[src/rtl/mmul_commit_unit.sv]
// rtl/mmul_commit_unit.sv - collects drained rows of C and writes them to scratchpad memory
// Optional rows_committed_o performance counter enabled by MMUL_COMMIT_PERF_CNT_EN.
module mmul_commit_unit #(
    parameter int SYS_ARRAY_SIZE = 4,
    parameter int DATA_WIDTH     = 8,
    parameter int ADDR_WIDTH     = 10
) (
    input  logic                                       clk,
    input  logic                                       rst,
    input  logic [ADDR_WIDTH:0]                        commit_i,
    output logic                                       commit_ready_o,
    input  logic [SYS_ARRAY_SIZE*(DATA_WIDTH+1)-1:0]   drain_i,
    output logic [ADDR_WIDTH+SYS_ARRAY_SIZE*DATA_WIDTH:0] wr_o,
    output logic                                       busy_o,
    output logic                                       done_o,
    output logic                                       err_o,
    output logic [31:0]                                rows_committed_o
);

    localparam int ROW_BITS = SYS_ARRAY_SIZE * DATA_WIDTH;
    localparam int ELEM_W   = DATA_WIDTH + 1;
    localparam int CNT_W    = (SYS_ARRAY_SIZE > 1) ? $clog2(SYS_ARRAY_SIZE) : 1;
    localparam logic [CNT_W-1:0] LAST_ROW = CNT_W'(SYS_ARRAY_SIZE - 1);

    typedef enum logic [0:0] {
        IDLE    = 1'b0,
        COLLECT = 1'b1
    } state_t;

    state_t                state_q, state_d;
    logic [CNT_W-1:0]      row_cnt_q, row_cnt_d;
    logic [ADDR_WIDTH-1:0] dest_q, dest_d;
    logic [ADDR_WIDTH-1:0] wr_addr_q, wr_addr_d;
    logic                  wr_en_q, wr_en_d;
    logic [ROW_BITS-1:0]   wr_row_q, wr_row_d;
    logic                  done_q, done_d;
    logic                  err_q, err_d;

    logic                      commit_valid;
    logic [ADDR_WIDTH-1:0]     commit_dest;
    logic [SYS_ARRAY_SIZE-1:0] en_vec;
    logic [ROW_BITS-1:0]       row_data;
    logic                      row_full;
    logic                      row_any;

    assign commit_valid = commit_i[ADDR_WIDTH];
    assign commit_dest  = commit_i[ADDR_WIDTH-1:0];

    // Each drain element is {enable, data}; column 0 lands in the low byte of the row.
    always_comb begin
        en_vec   = '0;
        row_data = '0;
        for (int i = 0; i < SYS_ARRAY_SIZE; i++) begin
            en_vec[i]                            = drain_i[i*ELEM_W + DATA_WIDTH];
            row_data[i*DATA_WIDTH +: DATA_WIDTH] = drain_i[i*ELEM_W +: DATA_WIDTH];
        end
        row_full = &en_vec;
        row_any  = |en_vec;
    end

    always_comb begin
        state_d        = state_q;
        row_cnt_d      = row_cnt_q;
        dest_d         = dest_q;
        wr_addr_d      = wr_addr_q;
        wr_en_d        = 1'b0;
        wr_row_d       = wr_row_q;
        done_d         = 1'b0;
        err_d          = err_q;
        commit_ready_o = 1'b0;
        busy_o         = 1'b0;

        case (state_q)
            IDLE: begin
                commit_ready_o = 1'b1;
                if (commit_valid) begin
                    dest_d    = commit_dest;
                    row_cnt_d = '0;
                    err_d     = 1'b0;
                    state_d   = COLLECT;
                end
                // Stray drain data with no commit open is a protocol error and wins over the clear.
                if (row_any) begin
                    err_d = 1'b1;
                end
            end
            COLLECT: begin
                busy_o = 1'b1;
                if (row_full) begin
                    wr_en_d   = 1'b1;
                    wr_addr_d = dest_q + ADDR_WIDTH'(row_cnt_q);
                    wr_row_d  = row_data;
                    row_cnt_d = row_cnt_q + CNT_W'(1);
                    if (row_cnt_q == LAST_ROW) begin
                        done_d  = 1'b1;
                        state_d = IDLE;
                    end
                end else if (row_any) begin
                    err_d = 1'b1;
                end
            end
            default: state_d = IDLE;
        endcase
    end

    always_ff @(posedge clk or posedge rst) begin
        if (rst) begin
            state_q   <= IDLE;
            row_cnt_q <= '0;
            dest_q    <= '0;
            wr_addr_q <= '0;
            wr_en_q   <= 1'b0;
            wr_row_q  <= '0;
            done_q    <= 1'b0;
            err_q     <= 1'b0;
        end else begin
            state_q   <= state_d;
            row_cnt_q <= row_cnt_d;
            dest_q    <= dest_d;
            wr_addr_q <= wr_addr_d;
            wr_en_q   <= wr_en_d;
            wr_row_q  <= wr_row_d;
            done_q    <= done_d;
            err_q     <= err_d;
        end
    end

    assign wr_o   = {wr_addr_q, wr_en_q, wr_row_q};
    assign done_o = done_q;
    assign err_o  = err_q;

`ifdef MMUL_COMMIT_PERF_CNT_EN
    logic [31:0] rows_committed_q, rows_committed_d;

    // Counts alongside the registered write so the value tracks wr_o.en exactly.
    always_comb begin
        rows_committed_d = rows_committed_q;
        if (wr_en_d) begin
            rows_committed_d = rows_committed_q + 32'd1;
        end
    end

    always_ff @(posedge clk or posedge rst) begin
        if (rst) begin
            rows_committed_q <= '0;
        end else begin
            rows_committed_q <= rows_committed_d;
        end
    end

    assign rows_committed_o = rows_committed_q;
`else
    assign rows_committed_o = '0;
`endif

endmodule

[config.mk]
export PLATFORM = sky130hd
export DESIGN_NAME = mmul_commit_unit
export DESIGN_NICKNAME = d
export VERILOG_FILES = /design/src/rtl/mmul_commit_unit.sv
export SDC_FILE = /design/constraint.sdc
export NUM_CORES = 1
export LEC_CHECK = 0
export ABC_AREA = 1
export CELL_PAD_IN_SITES_DETAIL_PLACEMENT = 1
export CELL_PAD_IN_SITES_GLOBAL_PLACEMENT = 1
export CORE_AREA = 2 2 118 85
export CTS_CLUSTER_SIZE = 12
export DETAILED_ROUTE_END_ITERATION = 7
export DIE_AREA = 0 0 120 87
export GPL_TIMING_DRIVEN = 0
export HOLD_SLACK_MARGIN = 0.1
export MAX_ROUTING_LAYER = met4
export PLACE_DENSITY_LB_ADDON = 0.1
export SKIP_LAST_GASP = 1
export SLEW_MARGIN = 20
export SYNTH_ARGS = -nofsm -noshare
export SYNTH_HDL_FRONTEND = slang
export SYNTH_SLANG_ARGS = --single-unit
[constraint.sdc]
create_clock -name clk -period 2.15 [get_ports clk]
set_clock_uncertainty 0.1 [all_clocks]
set_input_delay 0.43 -clock clk [delete_from_list [all_inputs] [get_ports clk]]
set_output_delay 0.43 -clock clk [all_outputs]
set_load 0.01 [all_outputs]
==> metrics.txt <==
outcome finished clean; post-synthesis sequential area ratio 0.549; most frequent cells in the layout nand2_1, clkdlybuf4s50_1, dfrtp_1; CTS tree yes; synthesized flop and latch total between 50 and 60; # DRC 0; R2R Setup Slk 0.37 ns; final hold vios 0; Multi-input gate area around 950 µm²; clock slew at reported path FFs around 0.050 ns; port bufs 95; number of fill cells approximately 1100; Core ar. roughly 9400 µm²; CTS resizes 0; post-CTS setup buffer count 0; DR WL/cell about 13 µm; clock sinks a little under 60; endpoint class of the critical path output pin; Critical path origin state_q$_DFF_PP0_; gpl congestion roughly 0.75; Synth Area in Compound Gates 0.0246; Tmin final roughly 1.9 ns; Worst Setup Start Kind flop; synth top area cells dfrtp_1, nand2_1, buf_4; Ant. Diodes 0; global-route wire length before repair ~12000 µm; Routed WL approximately 7300 µm; final setup fails 0; fmax ~530 MHz; crit-path max FO 4; post-route ant nets 0; Worst-Margin Slew ~0.60 ns; htree depth 3; Max-slew headroom 0.597; die area ~10000 µm²; Net count, final 501; CP cell instances inv_1, clkdlybuf4s50_1; global route overflow 0; Synth Area in Adders 0.0218; Site Rows 30; critical path arrival between 1 and 1.5 ns; largest family of logic cells by synthesized area simple AND/OR/NAND/NOR gates; Placed Instance Area roughly 4000 µm²; Worst Hold Class in2async; clock latency on the worst-skew pair 0.32 ns; CTS max path bufs 2; period utilization 0.878; Top Ports approximately 130; HPWL after detailed placement about 5400 µm; vias in the first global route approximately 2400; area leader, netlist dfrtp_1; FF-to-FF Start row_cnt_q[0]$_DFFE_PP0P_; Layout area overhead 58.3%; mux share of post-synthesis cell area 0; Post-Syn Area roughly 2600 µm²; gr usage total 0.151; finished layout cell area 4190 µm²; via density per instance approximately 4.1; Gate Count Post-Synth 310; Yosys cell types 20; chip height 87 µm; crit path max-delay cell type clkdlybuf4s50_1; hold buffer count at CTS 0; Post-Synth Simple-Gate Area 0.260; final worst slack 0.261 ns; 1st-iter DRT viols 46; Max-Cap Viols 0; CP Data Required Time between 1.5 and 2 ns; P per Cell Area ~860 nW/µm²; Slew Limit Fails 0; P_leak between 2 and 2.5 nW; die width roughly 120 µm; FF+latch area approximately 1500 µm²; Initial Utilization 0.281; Mapped Avg Cell Area 8.53 µm²; root buffer cell clkbuf_16; Post-Synth XOR/XNOR Area 0.00663; initial antenna violation count 0; layout cell share with drive strength beyond 1 0.130; RSZ-0062 raised after global routing false; CP max stage delay roughly 0.55 ns; largest net degree at the start of global routing 45; Placement Setup Slack -0.0498 ns; CTS Buf Count 9; crit path kind reg2out; Synth warnings 0; Max VDD drop 0.411 mV; commonest non-fill, non-tap cell in the layout nand2_1; top-area cell type share of the netlist area 0.549; DR vias 2357; drt first pass iters 4
[final timing paths]
check,to,cells past startpoint
setup / recovery,commit_ready_o,2
setup reg to reg,wr_addr_q[6]$_DFFE_PP0P_,7
max in group asynchronous,row_cnt_q[0]$_DFFE_PP0P_,3
hold / removal,wr_row_q[5]$_DFFE_PP0P_,2
min in group clk,wr_addr_q[1]$_DFFE_PP0P_,2
hold reg to reg,wr_addr_q[1]$_DFFE_PP0P_,2
[per-stage QoR]
stage / power, W / std cells / util / TNS (ns) / hold slack, ns
after floorplan: 0.00177 / 341 / - / 0 / 0.346
final: 0.00359 / 581 / 0.444 / 0 / 0.289
after global placement: 0.00226 / 564 / 0.411 / -61.88 / 0.353
after CTS: 0.00365 / 581 / 0.444 / 0 / 0.287
after detailed placement: 0.00228 / 565 / 0.414 / -0.0770 / 0.358
after global routing: 0.00381 / 581 / 0.444 / 0 / 0.295
[power breakdown]
group,internal [W],switching (W)
Sequential,0.00128,0.000120
Combinational,0.000492,0.000368
Clock,0.000869,0.000460
[synthesized netlist by cell type]
master and instances:
a21oi_1 2, buf_2 6, buf_4 33, buf_6 2, clkbuf_1 2, conb_1 1, dfrtp_1 58, fa_1 1
ha_1 3, inv_1 13, inv_2 1, nand2_1 152, nand3_1 13, nand4_1 2, nor2_1 6, nor2_4 1
nor4_1 1, o21ai_0 11, xnor2_1 1, xor2_1 1
[cell families (layout without fill, tap and decap cells)]
| family | count (synthesis) | in the layout |
|---|---|---|
| buffers and inverters | 57 | 169 |
| AND/OR/NAND/NOR | 175 | 175 |
| adder cells (fa/ha/maj) | 4 | 4 |
| AO/OA/AOI/OAI | 13 | 13 |
| flip-flops | 58 | 58 |
| other | 1 | 32 |
| XOR/XNOR | 2 | 2 |
[worst max-delay path: cells and delay by family (launching register included)]
kind | cells | cell delay [ns]
flip-flops | 1 | 0.40
buffers and inverters | 2 | 0.63
[routing by layer]
| layer | wire length [µm] | global-route usage | part of all wire | vias up |
|---|---|---|---|---|
| li1 | - | - | - | 1169 |
| met4 | 68 | 0.0385 | 0.0093 | 0 |
| met5 | 0 | - | 0 | - |
| met2 | 3330 | 0.227 | 0.46 | 68 |
| met3 | 571 | 0.0694 | 0.078 | 6 |
| met1 | 3330 | 0.186 | 0.46 | 1114 |
[sequential cells by signal (all words and copies together), names as in the netlist]
signal,cells
wr_row_q,32
done_o,1
state_q,1
row_cnt_q,2
wr_addr_q,10
err_o,1
dest_q,10
wr_en_q,1
[layout make-up]
class / count / area share
multi-input cells: 226 / 0.227
inverters: 14 / 0.0132
repair buffers: 96 / 0.234
clock buffers: 14 / 0.0655
plain buffers: 43 / 0.0735
well taps: 128 / 0.0383
flip-flops and latches: 58 / 0.347
clock inverters: 2 / 0.00239
No activity file was read; power rests on OpenSTA's default activity.
